$ cat config.mk
export PLATFORM = sky130hd
export DESIGN_NAME = mcdf_arbiter
export DESIGN_NICKNAME = d
export VERILOG_FILES = /design/src/rtl/mcdf_arbiter.sv
export SDC_FILE = /design/constraint.sdc
export NUM_CORES = 1
export LEC_CHECK = 0
export ABC_CLOCK_PERIOD_IN_PS = 2700
export CAP_MARGIN = 0
export CORE_MARGIN = 5
export CORE_UTILIZATION = 32
export CTS_CLUSTER_SIZE = 10
export DETAILED_ROUTE_END_ITERATION = 12
export GPL_TIMING_DRIVEN = 0
export PLACE_DENSITY = 0.79
export REMOVE_ABC_BUFFERS = 1
export SETUP_SLACK_MARGIN = 0.5
export SLEW_MARGIN = 15
export SYNTH_ARGS = -nofsm -noshare
export SYNTH_HDL_FRONTEND = slang
export SYNTH_SLANG_ARGS = --single-unit
$ cat constraint.sdc
create_clock -name clk_i -period 2.7 [get_ports clk_i]
set_clock_uncertainty 0.05 [all_clocks]
set_input_delay 0.405 -clock clk_i [delete_from_list [all_inputs] [get_ports clk_i]]
set_output_delay 0.405 -clock clk_i [all_outputs]
set_load 0.02 [all_outputs]
$ cat src/rtl/mcdf_arbiter.sv
// Purpose: three-channel packet arbiter between the slave FIFOs and the formatter.
//          It grants one channel by priority (ties broken round-robin), then streams one packet of words.
// Latency: the grant registers one cycle after fmt_id_req_i; the data path is combinational from the granted slave.
// Backpressure: a word moves only when a2f_val_o & f2a_ack_i. A slave underrun stalls the packet in place.
//
// Ports:
//   clk_i, rstn_i                    clock, async active-low reset
//   slvN_req/val/data/en/prio/pkglen slave FIFO status, head word and per-channel configuration
//   slvN_ack_o                       pop strobe to the granted slave FIFO
//   fmt_id_req_i, f2a_ack_i          formatter asks for a new packet / consumed the current word
//   a2f_val_o, a2f_id_o, a2f_data_o  word valid, granted channel ID and word to the formatter
//   pkglen_sel_o                     package-length select latched at grant
module mcdf_arbiter #(
  parameter int DATA_W = 32,
  parameter int PRIO_W = 2
) (
  input  logic              clk_i,
  input  logic              rstn_i,
  input  logic              slv0_req_i,
  input  logic              slv1_req_i,
  input  logic              slv2_req_i,
  input  logic              slv0_val_i,
  input  logic              slv1_val_i,
  input  logic              slv2_val_i,
  input  logic [DATA_W-1:0] slv0_data_i,
  input  logic [DATA_W-1:0] slv1_data_i,
  input  logic [DATA_W-1:0] slv2_data_i,
  output logic              slv0_ack_o,
  output logic              slv1_ack_o,
  output logic              slv2_ack_o,
  input  logic              slv0_en_i,
  input  logic              slv1_en_i,
  input  logic              slv2_en_i,
  input  logic [PRIO_W-1:0] slv0_prio_i,
  input  logic [PRIO_W-1:0] slv1_prio_i,
  input  logic [PRIO_W-1:0] slv2_prio_i,
  input  logic [2:0]        slv0_pkglen_i,
  input  logic [2:0]        slv1_pkglen_i,
  input  logic [2:0]        slv2_pkglen_i,
  input  logic              fmt_id_req_i,
  input  logic              f2a_ack_i,
  output logic              a2f_val_o,
  output logic [1:0]        a2f_id_o,
  output logic [DATA_W-1:0] a2f_data_o,
  output logic [2:0]        pkglen_sel_o
);

  typedef enum logic {
    IDLE = 1'b0,
    XFER = 1'b1
  } state_t;

  state_t      state;
  logic [1:0]  id_q;
  logic [2:0]  pkglen_q;
  logic [5:0]  word_cnt;
  logic [1:0]  rr_ptr;

  // Per-channel views of the flat ports so the arbitration can loop over channels.
  logic [2:0]        req;
  logic [2:0]        en;
  logic [2:0]        elig;
  logic [PRIO_W-1:0] prio [3];
  logic [2:0]        pkglen [3];

  assign req     = {slv2_req_i, slv1_req_i, slv0_req_i};
  assign en      = {slv2_en_i, slv1_en_i, slv0_en_i};
  assign elig    = req & en;
  assign prio[0] = slv0_prio_i;
  assign prio[1] = slv1_prio_i;
  assign prio[2] = slv2_prio_i;
  assign pkglen[0] = slv0_pkglen_i;
  assign pkglen[1] = slv1_pkglen_i;
  assign pkglen[2] = slv2_pkglen_i;

  // Index of the last word of a packet for a given length select.
  function automatic logic [5:0] last_word(input logic [2:0] sel);
    case (sel)
      3'd0:    last_word = 6'd3;
      3'd1:    last_word = 6'd7;
      3'd2:    last_word = 6'd15;
      default: last_word = 6'd31;
    endcase
  endfunction

  // Arbitration: first find the lowest priority value among eligible channels,
  // then take the first channel with that value scanning from the RR pointer.
  logic              any_elig;
  logic [PRIO_W-1:0] min_prio;
  logic [1:0]        win;
  logic              found;
  logic [2:0]        scan_sum;
  logic [1:0]        scan_idx;

  always_comb begin
    any_elig = 1'b0;
    min_prio = '1;
    win      = 2'd0;
    found    = 1'b0;
    scan_sum = 3'd0;
    scan_idx = 2'd0;
    for (int i = 0; i < 3; i++) begin
      if (elig[i] && (!any_elig || prio[i] < min_prio)) begin
        min_prio = prio[i];
        any_elig = 1'b1;
      end
    end
    for (int k = 0; k < 3; k++) begin
      scan_sum = {1'b0, rr_ptr} + 3'(k);
      scan_idx = (scan_sum >= 3'd3) ? 2'(scan_sum - 3'd3) : scan_sum[1:0];
      if (!found && elig[scan_idx] && prio[scan_idx] == min_prio) begin
        win   = scan_idx;
        found = 1'b1;
      end
    end
  end

  // Head word of the granted channel.
  logic              cur_val;
  logic [DATA_W-1:0] cur_data;

  always_comb begin
    cur_val  = 1'b0;
    cur_data = '0;
    case (id_q)
      2'd0: begin
        cur_val  = slv0_val_i;
        cur_data = slv0_data_i;
      end
      2'd1: begin
        cur_val  = slv1_val_i;
        cur_data = slv1_data_i;
      end
      2'd2: begin
        cur_val  = slv2_val_i;
        cur_data = slv2_data_i;
      end
      default: begin
        cur_val  = 1'b0;
        cur_data = '0;
      end
    endcase
  end

  logic in_xfer;
  logic beat;

  assign in_xfer = (state == XFER);
  // An ack against an empty head is not a transfer: no pop and no count.
  assign beat    = in_xfer & cur_val & f2a_ack_i;

  assign a2f_val_o    = in_xfer & cur_val;
  assign a2f_data_o   = in_xfer ? cur_data : '0;
  assign a2f_id_o     = id_q;
  assign pkglen_sel_o = pkglen_q;

  assign slv0_ack_o = beat & (id_q == 2'd0);
  assign slv1_ack_o = beat & (id_q == 2'd1);
  assign slv2_ack_o = beat & (id_q == 2'd2);

  always_ff @(posedge clk_i or negedge rstn_i) begin
    if (!rstn_i) begin
      state    <= IDLE;
      id_q     <= 2'd0;
      pkglen_q <= 3'd0;
      word_cnt <= 6'd0;
      rr_ptr   <= 2'd0;
    end else begin
      case (state)
        IDLE: begin
          if (fmt_id_req_i && any_elig) begin
            id_q     <= win;
            pkglen_q <= pkglen[win];
            word_cnt <= 6'd0;
            rr_ptr   <= (win == 2'd2) ? 2'd0 : win + 2'd1;
            state    <= XFER;
          end
        end
        XFER: begin
          // Length comes from the latched select, so mid-packet config changes cannot alter it.
          if (beat) begin
            if (word_cnt == last_word(pkglen_q)) begin
              word_cnt <= 6'd0;
              state    <= IDLE;
            end else begin
              word_cnt <= word_cnt + 6'd1;
            end
          end
        end
        default: state <= IDLE;
      endcase
    end
  end

endmodule

==> results of run 1 <==
critical path: stages:
cell and delay (ns):
buf_8 0.08, nand2_4 0.05, or2_4 0.24, inv_4 0.06, ha_4 0.21, nor2_4 0.08
a211oi_2 0.05, o32ai_2 0.30, ha_1 0.27, or2_1 0.24, a21o_1 0.20, o41a_1 0.15
mux2_4 0.40, xnor2_4 0.18, o2111a_1 0.23, o31a_1 0.31, or2_4 0.26, o221ai_2 0.18
synthesized netlist by cell type (3+ instances only):
master	number
nor3_1	3
nor2b_1	6
mux2i_1	41
nand2_1	57
nor2_1	6
dfrtp_1	14
buf_1	3
o2111ai_1	5
xnor2_1	4
nand2b_1	4
o21ai_0	44
clkbuf_1	17
ha_1	5
and3_1	4
nor3b_1	3
a211oi_1	4
o31ai_1	3
nand3_1	7
inv_1	10
and2_1	34
a21oi_1	5
power groups by stage:
stage               logic, mW  registers [mW]  clock network [mW]
floorplan               0.333           0.294                   0
global placement        0.648           0.302                   0
detailed placement      0.672           0.301                   0
CTS                     0.703           0.296               0.219
global route            0.870           0.305               0.236
finish                  0.814           0.298               0.218
cell families after synthesis:
logic type / Yosys count / share of synthesized area (%)
mux: 43 / 19.21
buf+inv: 31 / 5.173
fa+ha+maj: 5 / 2.752
simple gates: 132 / 29.61
flops: 14 / 15.41
compound gates: 82 / 24.00
xor+xnor: 7 / 3.853
what timing repair did:
item,in CTS,in global routing
pin swaps,18,27
buffers inserted,18,23
resized for setup,209,145
gates cloned,2,4
endpoints found under the setup margin,52,42
routing by layer:
| metal | routed length (um) | share of wire (%) |
|---|---|---|
| met5 | 0 | 0 |
| met4 | 323 | 2.8 |
| met3 | 848 | 7.4 |
| met2 | 5852 | 51 |
| met1 | 4427 | 39 |
layout make-up:
cell class	count	area [sq um]
Timing Repair Buffer	211	2200
Clock buffer	4	55.05
Tap cell	96	120.1
Fill cell	505	1996
Multi-Input combinational cell	270	2100
Sequential cell	14	359.1
Inverter	10	40.04
through the flow:
step | cell area [sq um] | utilization (%) | setup slack, ns | cells
6_report | 4873 | 70.95 | -1.084 | 605
5_1_grt | 4873 | 70.95 | -1.208 | 605
4_1_cts | 4300 | 62.60 | -1.009 | 578
3_5_place_dp | 3984 | 58.00 | -2.178 | 554
3_3_place_gp | 3955 | 57.58 | -2.448 | 553
2_1_floorplan | 2193 | - | -1.289 | 293
sequential cells by signal (all words and copies together), names as in the netlist:
name	flops
pkglen_sel_o	3
word_cnt	6
in_xfer	1
a2f_id_o	2
rr_ptr	2
worst paths after layout:
path | from | cells past startpoint | slack [ns] | to
max in group asynchronous | rstn_i | 1 | 1.67 | a2f_id_o[1]
worst max-delay path | slv0_req_i | 18 | -1.08 | pkglen_sel_o[0]
min in group asynchronous | rstn_i | 1 | 0.48 | word_cnt[5]
worst max register to register | rr_ptr[0] | 11 | -0.25 | pkglen_sel_o[0]
worst min register to register | word_cnt[5] | 1 | 0.45 | word_cnt[5]
worst min-delay path | word_cnt[5] | 1 | 0.45 | word_cnt[5]
==> Implementation_results.wiki, run 1 <==
{| class="wikitable"
! Metric !! Value
|-
| Result of the run || finished with violations
|-
| Failing checks || setup timing
|-
| Buffer depth of the longest clock path || 2
|-
| Highest clock rate || between 0.2 and 0.3 GHz
|-
| Average vias per placed instance || 5.395
|-
| Layout area overhead || 114.4%
|-
| Number of buffers added on ports || between 150 and 200
|-
| Effective utilization at floorplan || 33.10%
|-
| Synth top area share || a little under a fifth
|-
| Worst relative slew slack || roughly 59%
|-
| Netlist area before placement || 2273 sq um
|-
| Cell types with the largest area share after synthesis || mux2i_1, dfrtp_1, o21ai_0, nand2_1, and2_1
|-
| Post-CTS Hold Fix Bufs || 0
|-
| Later-pin clock latency in the skew report || 0.26 ns
|-
| Number of max-cap violations || 0
|-
| Net switching fraction of the power || between 30% and 40%
|-
| Type of element launching the critical path || input pin
|-
| Worst endpoint data arrival time || 3.91 ns
|-
| ANT cells || 0
|-
| Maximum vdd ir drop || slightly above 0.5 mV
|-
| Per-cell routed wire length || about 19 um
|-
| Clock share of power || roughly 16%
|-
| Busiest grt layer || met2
|-
| Core Rows || 30
|-
| I/O pin count || between 150 and 200
|-
| Commonest non-fill, non-tap cell in the layout || clkdlybuf4s50_1
|-
| Count of state elements after synthesis || 14
|-
| CTS tree || done
|-
| Class of the tightest hold or removal check || register to register
|-
| Logic gate share of total power || slightly above 60%
|-
| Final worst-path cycle share || 140.1%
|-
| Critical Path Fanout Max || 5
|-
| Number of antenna-violating nets in the routed design || 0
|-
| Met2 GRT Util || between 30% and 40%
|-
| Clk root buf || clkbuf_8
|-
| Total vias in the final route || 3264
|-
| Switching power of the nets || just under 0.5 mW
|-
| Internal power contribution || about 0.84 mW
|-
| Overall power || 1.330 mW
|-
| Die X || 94.29 um
|-
| Pleak || ~1.9 nW
|-
| Gr ovfl total || 0
|-
| Total CTS buffers || 3
|-
| Capturing element type of the critical path || register
|-
| Met1 capacity usage during global routing || about a quarter
|-
| Vias in the first global route || about 3000
|-
| Height of the die || approximately 94 um
|-
| Sequential element share of the synthesized area || 15.41%
|-
| Critical setup path kind || input pin to register
|-
| CTS H-Tree Depth || 1
|-
| Fraction of registers with async set/reset || between 90% and 100%
|-
| Setup repair after global routing missed its margin || yes
|-
| CTS clk-pin slew, worst paths || 0.06 ns
|-
| Per-instance average area after synthesis || between 7 and 8 sq um
|-
| Met3 track utilization from global routing || roughly 3.7%
|-
| Setup violations, final || 7
|-
| Data required, critical path || 2.82 ns
|-
| Number of sinks handled by clock tree synthesis || 14
|-
| Shortest clock period the worst path allows after layout || approximately 3.8 ns
|-
| Setup ws final || -1.084 ns
|-
| Number of detailed-route iterations in the first pass || 5
|-
| Top library cells by usage in the layout, fill and taps aside || clkdlybuf4s50_1, nand2_1, buf_6
|-
| Number of DRC violations after detailed routing || 0
|-
| Final count of hold timing violations || 0
|-
| Number of enable-type register cells in the synthesized netlist || 0
|-
| DRT iter0 DRCs || 56
|-
| Share of cells above drive strength 1 || approximately 31%
|-
| Predominant post-synthesis flop cell || dfrtp_1
|-
| Areal power density over the cells || 272.8 nW/um^2
|-
| Total detailed-routing wirelength || between 10000 and 15000 um
|-
| Die area || around 8900 sq um
|-
| Distinct cell type count after synthesis || 50
|-
| Detail Placement HPWL || 7352 um
|-
| Sequential share of power || approximately 22%
|-
| Global placer's final weighted congestion || around 0.85
|-
| Global-route wire length before repair || 15180 um
|-
| GRT Resource Usage Total || 21.21%
|-
| Max Transition Viols Final || 0
|-
| Instance count of the mapped netlist || about 310
|-
| Dominant cell type by area after synthesis || mux2i_1
|-
| Aggregate negative setup slack || -7.002 ns
|-
| Syn. warnings || 0
|-
| Least-Margin Pin Slew || 0.6090 ns
|-
| Post-Route Hold Slack || 0.4514 ns
|-
| Maximum number of pins on one net before global-route repair || 40
|-
| Number of antenna violations at the first check in global routing || 0
|-
| Total number of nets in the final design || 639
|-
| Core Region || 6869 sq um
|}
Power figures use the tool's default switching activity.
==> run 2: changes to the inputs <==
--- a/config.mk
+++ b/config.mk
@@ -7,12 +7,15 @@
 export LEC_CHECK = 0
 export ABC_CLOCK_PERIOD_IN_PS = 2700
 export CAP_MARGIN = 0
+export CELL_PAD_IN_SITES_DETAIL_PLACEMENT = 1
+export CELL_PAD_IN_SITES_GLOBAL_PLACEMENT = 2
 export CORE_MARGIN = 5
-export CORE_UTILIZATION = 32
+export CORE_UTILIZATION = 15
 export CTS_CLUSTER_SIZE = 10
 export DETAILED_ROUTE_END_ITERATION = 12
 export GPL_TIMING_DRIVEN = 0
-export PLACE_DENSITY = 0.79
+export PLACE_DENSITY_LB_ADDON = 0.1
+export RECOVER_POWER = 50
 export REMOVE_ABC_BUFFERS = 1
 export SETUP_SLACK_MARGIN = 0.5
 export SLEW_MARGIN = 15
==> run 2 against run 1 <==
The flow still finishes with violations (setup timing). Clock power is 46% higher. Maximum frequency is 2.4% higher. Sequential cell count stayed put. Die area is 99% higher. Register-to-register slack better by 0.11 ns. Count of clock-buffer cells in the layout stayed put. Via count is 4.4% lower. Final area is 6.9% higher. Global-route usage is 7.1 points lower. First-iteration DRC count is 21% higher. Critical path depth stayed put. Hold slack worse by 0.010 ns. Largest cell class unchanged. Highest routed layer unchanged.
==> Implementation_results.wiki, run 2 (synthesis results as in run 1) <==
{| class="wikitable"
! Metric !! Value
|-
| Result of the run || finished with violations
|-
| Failing checks || setup timing
|-
| Total detailed-routing wirelength || 13390 um (+17%)
|-
| Least-Margin Pin Slew || 0.7432 ns (+0.1342 ns)
|-
| Buffer depth of the longest clock path || 2 (unchanged)
|-
| Number of DRC violations after detailed routing || 0 (unchanged)
|-
| Gr ovfl total || 0 (unchanged)
|-
| Cells along the critical path || buf_8 > nand2_4 > or2_4 > inv_4 > ha_4 > nor2_4 > a211oi_2 > o32ai_2 > ha_1 > or2_0 > a21o_1 > o41a_1 > mux2_4 > xnor2_4 > o2111a_1 > o31a_1 > or2_4 > o221ai_2
|-
| Shortest clock period the worst path allows after layout || 3.696 ns (-0.08813 ns)
|-
| CTS tree || done
|-
| Maximum vdd ir drop || 0.2013 mV (-60%)
|-
| Clock share of power || 21.8% (+5.4 points)
|-
| Vias in the first global route || 3253 (+6.8%)
|-
| Data required, critical path || 2.81 ns (about the same)
|-
| Max incr delay on CP || 0.40 ns (about the same)
|-
| Die X || 133.1 um (+41%)
|-
| Net switching fraction of the power || 34.59% (-2.3 points)
|-
| Die area || 17720 sq um (+99%)
|-
| Later-pin clock latency in the skew report || 0.25 ns (about the same)
|-
| Capturing element type of the critical path || register
|-
| Core Region || 15030 sq um (+120%)
|-
| Internal power contribution || 0.9579 mW (+14%)
|-
| Areal power density over the cells || 281.2 nW/um^2 (+3.1%)
|-
| CTS clk-pin slew, worst paths || 0.05 ns (about the same)
|-
| DRT iter0 DRCs || 68 (+21%)
|-
| Number of sinks handled by clock tree synthesis || 14 (unchanged)
|-
| Worst endpoint data arrival time || 3.81 ns (-0.10 ns)
|-
| Final count of hold timing violations || 0 (unchanged)
|-
| Highest clock rate || 0.2706 GHz (+2.4%)
|-
| Slowest CP cell || mux2_4
|-
| Logic gate share of total power || 57.9% (-3.3 points)
|-
| Layout area overhead || 129.1%
|-
| Share of cells above drive strength 1 || 35.77% (+4.9 points)
|-
| Per-cell routed wire length || 19.30 um (+1.9%)
|-
| Number of antenna-violating nets in the routed design || 0 (unchanged)
|-
| Biggest register || word_cnt
|-
| Total number of nets in the final design || 636 (-0.47%)
|-
| Height of the die || 133.1 um (+41%)
|-
| Top library cells by usage in the layout, fill and taps aside || clkdlybuf4s50_1, buf_6, mux2i_1
|-
| Class of the tightest hold or removal check || register to register
|-
| ANT cells || 0 (unchanged)
|-
| Post-CTS Hold Fix Bufs || 0 (unchanged)
|-
| Setup ws final || -0.9958 ns (+0.08813 ns)
|-
| CTS H-Tree Depth || 1 (unchanged)
|-
| Setup violations, final || 8 (+1)
|-
| Total CTS buffers || 3 (unchanged)
|-
| Worst relative slew slack || 50.29% (-9.0 points)
|-
| Fillers || 1709 (+240%)
|-
| Pleak || 2.063 nW (+6.0%)
|-
| Sequential share of power || 20.3% (-2.1 points)
|-
| Switching power of the nets || 0.5066 mW (+3.2%)
|-
| Number of antenna violations at the first check in global routing || 0 (unchanged)
|-
| I/O pin count || 165 (unchanged)
|-
| Number of buffers added on ports || 164 (unchanged)
|-
| GRT Resource Usage Total || 14.11% (-7.1 points)
|-
| Number of detailed-route iterations in the first pass || 4 (-1)
|-
| Setup repair after global routing missed its margin || yes
|-
| Average vias per placed instance || 4.497 (-17%)
|-
| Detail Placement HPWL || 9214 um (+25%)
|-
| Number of max-cap violations || 0 (unchanged)
|-
| Critical setup path kind || input pin to register
|-
| Global placer's final weighted congestion || 0.7342 (-14%)
|-
| Setup slack after placement || -2.223 ns (-0.04480 ns)
|-
| WP buf/inv || 2 (unchanged)
|-
| Post-Route Hold Slack || 0.4413 ns (-0.01008 ns)
|-
| Global-route wire length before repair || 20060 um (+32%)
|-
| Number of flip-flops under the largest register name || 6 (unchanged)
|-
| Most frequent CP cell || or2_4
|-
| Total vias in the final route || 3121 (-4.4%)
|-
| Core Rows || 45 (+50%)
|-
| Type of element launching the critical path || input pin
|-
| Top Family by Delay on Critical Path || compound AO/OA/AOI/OAI gates
|-
| Effective utilization at floorplan || 15.12% (-18 points)
|-
| Clk root buf || clkbuf_16
|-
| Maximum number of pins on one net before global-route repair || 40 (unchanged)
|-
| Commonest non-fill, non-tap cell in the layout || clkdlybuf4s50_1
|-
| Max Transition Viols Final || 0 (unchanged)
|-
| Final worst-path cycle share || 136.9% (-3.3 points)
|-
| Critical Path Fanout Max || 5 (unchanged)
|}
-- run 2: cell count changes in the layout (fill, tap and decap cells not counted), sizes merged --
| cell | change |
|---|---|
| clkdlybuf4s50 | -6 |
| dlygate4sd3 | +5 |
| clkbuf | -2 |
| dlygate4sd2 | +2 |
| buf | -1 |
| nor2b | -1 |
-- run 2: final timing paths --
path | start | endpoint | slack [ns] | cells after the start
max in group asynchronous | rstn_i | a2f_id_o[1] | 1.44 | 1
max | slv0_en_i | pkglen_sel_o[0] | -1.0 | 18
min in group asynchronous | rstn_i | word_cnt[2] | 0.62 | 1
max reg2reg | rr_ptr[0] | pkglen_sel_o[0] | -0.14 | 11
min | word_cnt[5] | word_cnt[5] | 0.44 | 1
min reg2reg | word_cnt[5] | word_cnt[5] | 0.44 | 1
-- run 2: power by group through the flow --
stage | registers (mW) | logic, mW | clock network [mW]
finish | 0.297 | 0.848 | 0.319
floorplan | 0.294 | 0.333 | 0
global route | 0.306 | 0.915 | 0.336
CTS | 0.298 | 0.798 | 0.327
global placement | 0.310 | 0.671 | 0
detailed placement | 0.306 | 0.686 | 0
-- run 2: stage by stage --
step / instance area [sq um] / util [%] / setup TNS (ns) / total power [mW] / cells
after global placement: 4070 / 27.07 / -125.20 / 0.9810 / 645
after CTS: 4836 / 32.17 / -6.750 / 1.423 / 683
final: 5207 / 34.64 / -6.718 / 1.464 / 694
after global routing: 5207 / 34.64 / -7.912 / 1.557 / 694
after floorplan: 2193 / - / -35.13 / 0.6271 / 293
after detailed placement: 4121 / 27.42 / -18.62 / 0.9920 / 647
-- run 2: worst register-to-register path, cell delays in order (launching register included) --
cell	delay (ns)
dfrtp_1	0.39
inv_1	0.07
ha_1	0.42
mux2i_1	0.24
nor2_1	0.06
a21oi_1	0.21
xor2_2	0.22
o211ai_1	0.16
or3b_1	0.40
o31a_1	0.12
or2_4	0.26
o221ai_2	0.16
-- run 2: final cells by class --
cell class	instances	area [sq um]	share of cell area, %
sequential	14	359.1	6.896
timing repair buffer	209	2293	44.04
clock buffer	4	88.84	1.706
multi-input combinational	269	2191	42.07
inverter	10	40.04	0.7689
tap	188	235.2	4.517
-- run 2: metal layers --
layer,up-vias,share of wire (%),GRT usage [%]
met3,5,7.2,3.285
met1,1498,45,18.55
li1,1504,-,-
met2,114,48,24.32
met5,-,0,0
met4,0,0.41,1.600
-- run 2: what timing repair did --
item / 4_1_cts / 5_1_grt
buffers inserted: 29 / 9
cloned: 3 / 2
resized for setup: 346 / 69
endpoints found under the hold margin: 0 / 0
pin swaps: 34 / 29
endpoints found under the setup margin: 52 / 49
==> variant 1: new RTL, config.mk and constraints of run 2 <==
The parameter `DATA_W` goes from 32 to 64.
--- a/src/rtl/mcdf_arbiter.sv
+++ b/src/rtl/mcdf_arbiter.sv
@@ -11,7 +11,7 @@
 //   a2f_val_o, a2f_id_o, a2f_data_o  word valid, granted channel ID and word to the formatter
 //   pkglen_sel_o                     package-length select latched at grant
 module mcdf_arbiter #(
-  parameter int DATA_W = 32,
+  parameter int DATA_W = 64,
   parameter int PRIO_W = 2
 ) (
   input  logic              clk_i,
Interface: changed (resized a2f_data_o, slv0_data_i, slv1_data_i and slv2_data_i); port bits go from 165 to 293. No check against the original RTL was run, so the function may have changed too.
==> variant 1 against run 2 <==
Count of clock-buffer cells in the layout is the same. The flow still finishes with violations (setup timing). Sequential cell count is the same. Fmax grew 5.1%. Sequential share of layout area shrank 2.3 points. Cell area grew 52%. Worst setup slack gained 0.18 ns. Register-to-register slack gained 0.13 ns. Highest routed layer unchanged. Critical endpoint is now rr_ptr[0]. Synthesized area grew 35%. Total power grew 35%. Non-clock buffer count grew 156. Final cell count grew 53%. Wire length grew 66%. Synthesized cell count grew 44%.
==> variant 1: results <==
{
  "worst_r2r_path_depth": 9,
  "grt_max_degree": 38,
  "hold_slack_ns": 0.4414,
  "top_cell_types_by_occurrence_after_synthesis": "89 x sky130_fd_sc_hd__nand2_1, 79 x sky130_fd_sc_hd__o21ai_0, 71 x sky130_fd_sc_hd__mux2i_1",
  "synth_compound_area_share_pct": 22.18,
  "place_worst_setup_slack_ns": -2.009,
  "place_congestion": 0.7887,
  "synth_fa_ha_area_share_pct": 2.031,
  "critPathCapture": "rr_ptr[0]",
  "synth_xor_xnor_area_share_pct": 2.234,
  "globalRouteMet2Util_pct": 32.77,
  "ys_seq_area_share_pct": 11.37,
  "crit_arrival_ns": 3.62,
  "synth.lib_cells_used.distinct": 49,
  "drt_first_iter_violations": 95,
  "netlist_instances": 452,
  "dr_total_vias": 4724,
  "average_detailed_routed_wire_length_per_instance_um": 21.00,
  "setup_ws_ns": -0.8157,
  "post_synth_main_area_contributors": "sky130_fd_sc_hd__mux2i_1 23%, sky130_fd_sc_hd__and2_1 14%, sky130_fd_sc_hd__o21ai_0 13%, sky130_fd_sc_hd__dfrtp_1 11%, sky130_fd_sc_hd__nand2_1 11%",
  "global_route.usage.met1_pct": 21.60,
  "power_clock_mw": 0.291,
  "power.switching_mw": 0.7281,
  "m1WireLength_mm": 9.103,
  "grt_use_total_pct": 17.51,
  "failing_checks": "setup timing",
  "rrSetupSlack_ns": -0.01,
  "placement.cell_area_mm2": 0.006360,
  "finalSetupTns_ns": -9.270,
  "routed_length_on_met2_mm": 11.76,
  "grt_first_pass_wirelength_mm": 32.37,
  "antenna_violations_before_repair": 1,
  "share_seq_of_total_power_pct": 15.4,
  "fill_cells": 2311,
  "avgViaCountPerCell": 4.457,
  "global_route.usage.met3_pct": 3.167,
  "slew_headroom_pct": 36.18,
  "met3_wirelength_mm": 1.349,
  "run_status": "finished with violations",
  "finalNetCount": 1015,
  "yosys.area.top_type_share_pct": 23.07,
  "final-setup-viol-count": 43,
  "layout_cells_sized_above_1_pct": 37.01,
  "post-dp-hpwl_mm": 15.69
}
==> variant 1: cell types whose count changed in the layout (fill, tap and decap cells not counted), moves of 13 or more <==
cell,change
sky130_fd_sc_hd__nand2_4,+13
sky130_fd_sc_hd__nand2_2,+21
sky130_fd_sc_hd__clkdlybuf4s50_1,+96
sky130_fd_sc_hd__and2_1,+20
sky130_fd_sc_hd__mux2i_1,+34
sky130_fd_sc_hd__buf_6,+39
==> variant 1: repair_timing <==
action                                  4_1_cts  5_1_grt
endpoints found under the setup margin       83       76
resized for setup                           555      183
pin swaps                                    20       76
cloned                                        8        0
buffers inserted                             41       20
==> variant 1: cell type report <==
class | count | area share [%]
well taps | 270 | 4.272
inverters | 5 | 0.2373
flip-flops and latches | 14 | 4.573
multi-input cells | 401 | 40.19
clock buffers | 4 | 0.9968
diodes | 1 | 0.03165
repair buffers | 365 | 49.70
==> variant 2: new RTL, settings of run 2 <==
Without the edit above. Make the reset (`rstn_i`) synchronous in one clocked block. Comments in the files are not updated.
--- a/src/rtl/mcdf_arbiter.sv
+++ b/src/rtl/mcdf_arbiter.sv
@@ -158,7 +158,7 @@
   assign slv1_ack_o = beat & (id_q == 2'd1);
   assign slv2_ack_o = beat & (id_q == 2'd2);
 
-  always_ff @(posedge clk_i or negedge rstn_i) begin
+  always_ff @(posedge clk_i) begin
     if (!rstn_i) begin
       state    <= IDLE;
       id_q     <= 2'd0;
Function: differs if rstn_i is asserted again (counterexample within 4 cycles, from zero or initial values and one cycle with rstn_i low); with rstn_i held inactive, the same outputs for 10 cycles.
==> variant 2 against run 2 <==
Register-to-register slack got worse by 0.50 ns. Critical path type unchanged. The run still ends with setup timing left. Cell area decreased by 14%. Sequential cell count stayed put. First-iteration DRC count grew 65%. Sequential power fell by 20%. Via count grew 0.38%. Wire length fell by 6.0%. Global-route usage is 0.80 points lower. Combinational power shrank 0.6%. Sequential share of layout area shrank 0.46 points. Synthesized area grew 0.83%. Total power is 4.9% lower. Worst setup slack lost 0.032 ns.
==> variant 2: results <==
{
  "synth-async-reset-ratio_pct": 0,
  "total_clock_buffers_created_by_cts": 3,
  "largest_register_ffs": 6,
  "ys_seq_area_share_pct": 12.23,
  "globalRouteOverflowTotal": 0,
  "antenna-diode-count": 0,
  "detailedRoute.firstPassIterationCount": 4,
  "crit_fanout": 7,
  "dominantRegCellSynth": "sky130_fd_sc_hd__dfxtp_1",
  "port_buffers": 164,
  "first_global_vias": 3182,
  "clock_tree.root_cell": "sky130_fd_sc_hd__clkbuf_16",
  "layout_cells_sized_above_1_pct": 19.28,
  "drt_first_iter_violations": 112,
  "avgViaCountPerCell": 4.534,
  "min_path_cells": 2,
  "swShare_pct": 37.64,
  "cts-root-to-sink-buffers": 2,
  "placed_cells_incl_taps": 669,
  "r2r_path_end": "rr_ptr[0]",
  "failing_checks": "setup timing",
  "ir_drop_uv": 164.4,
  "comb_power_share_pct": 60.5,
  "grt_first_pass_wirelength_mm": 19.04,
  "crit_arrival_ns": 3.81,
  "grt_max_degree": 37,
  "rrSetupSlack_ns": -0.64,
  "crit_path_start": "slv0_en_i",
  "post-dp-hpwl_mm": 9.514,
  "top_register": "word_cnt",
  "worst_pin_slew_ns": 0.7139,
  "insertion_delay_ns": 0.24,
  "holdCritPathClass": "reg2reg",
  "finalNetCount": 633,
  "fill_cells": 1814,
  "cts.clk_slew.worst_paths_ns": 0.05,
  "setup_ws_ns": -1.028,
  "worst_r2r_path_depth": 11,
  "timing.hold.worst.start": "rr_ptr[0]",
  "average_detailed_routed_wire_length_per_instance_um": 18.22,
  "synth.yosys.warnings": 0,
  "critical_path.reg2reg.startpoint": "rr_ptr[0]",
  "instances_no_fill": 691,
  "p_leak_nw": 1.857,
  "hold-path-endpoint": "rr_ptr[0]",
  "grt_use_total_pct": 13.31,
  "synth.lib_cells_used.distinct": 56,
  "place_congestion": 0.7455,
  "share_clk_of_total_power_pct": 22.3,
  "synth_edf_count": 0,
  "h-tree-depth": 1,
  "post_synth_main_area_contributors": "sky130_fd_sc_hd__mux2i_1 17%, sky130_fd_sc_hd__nor2_1 13%, sky130_fd_sc_hd__dfxtp_1 12%, sky130_fd_sc_hd__a21oi_1 8.5%, sky130_fd_sc_hd__xor2_1 3.4%",
  "antenna_violations_before_repair": 0,
  "final-setup-viol-count": 7,
  "run_status": "finished with violations",
  "top_cell_types_by_occurrence_after_synthesis": "79 x sky130_fd_sc_hd__nor2_1, 39 x sky130_fd_sc_hd__a21oi_1, 39 x sky130_fd_sc_hd__mux2i_1",
  "critPathCapture": "pkglen_sel_o[1]",
  "syn-mean-instance-area_um2": 6.762
}
variant 2: changes by cell type in the layout (fill, tap and decap cells not counted), sizes merged, moves of 32 or more:
cell	run 2	this run
nand2	57	19
nor2	6	79
and2	34	1
a21oi	6	40
buf	81	29
o21ai	45	13
variant 2: metrics by stage:
stage	setup slack, ns	cell area, µm²	hold slack, ns	power (mW)	setup TNS (ns)
global route	-1.216	4473	0.4581	1.487	-7.977
CTS	-1.040	4420	0.4383	1.412	-13.93
global placement	-3.013	4070	0.4170	1.030	-123.67
floorplan	-1.559	2193	0.3980	0.6244	-35.70
detailed placement	-2.581	4130	0.4281	1.049	-17.43
finish	-1.028	4473	0.4334	1.392	-6.569
variant 2: kinds of logic after synthesis:
family / count (synthesis) / share of synthesized area [%]
buffers and inverters: 32 / 5.622
AO/OA/AOI/OAI: 82 / 22.82
AND/OR/NAND/NOR: 151 / 31.93
multiplexers: 44 / 20.47
flip-flops: 14 / 12.23
XOR/XNOR: 11 / 4.203
adder cells (fa/ha/maj): 5 / 2.729
variant 2: critical path, cell delays in order:
cell and delay (ns):
sky130_fd_sc_hd__buf_8 0.08, sky130_fd_sc_hd__nand2_4 0.05, sky130_fd_sc_hd__or2_4 0.26, sky130_fd_sc_hd__inv_4 0.06, sky130_fd_sc_hd__ha_4 0.21, sky130_fd_sc_hd__nor2_4 0.10
sky130_fd_sc_hd__nor3_2 0.04, sky130_fd_sc_hd__o32a_1 0.32, sky130_fd_sc_hd__inv_2 0.09, sky130_fd_sc_hd__ha_4 0.19, sky130_fd_sc_hd__or2_4 0.22, sky130_fd_sc_hd__a21o_4 0.23
sky130_fd_sc_hd__nand2_4 0.09, sky130_fd_sc_hd__mux2i_4 0.27, sky130_fd_sc_hd__xnor2_2 0.10, sky130_fd_sc_hd__or3_4 0.38, sky130_fd_sc_hd__a31oi_4 0.22, sky130_fd_sc_hd__mux2_4 0.32
sky130_fd_sc_hd__a41o_1 0.20
variant 2: per-layer routing:
metal  routed length (µm)  GRT usage [%]  up-vias  part of all wire [%]
met2                 5767          22.18      114                    46
met5                    0              0        -                     0
met1                 5998          18.14     1472                    48
li1                     -              -     1542                     -
met4                   47          1.314        0                  0.37
met3                  773          3.134        5                   6.1
variant 2: repair_timing:
item,in CTS,in global routing
setup endpoints to repair,51,50
pin swaps,14,6
gates resized for setup,43,97
setup buffers,12,6
variant 2: area by class of cell:
| cell class | instances | area share, % |
|---|---|---|
| Timing Repair Buffer | 184 | 39.78 |
| Tap cell | 188 | 5.259 |
| Multi-Input combinational cell | 293 | 45.76 |
| Clock buffer | 4 | 1.986 |
| Sequential cell | 14 | 6.434 |
| Inverter | 8 | 0.7832 |
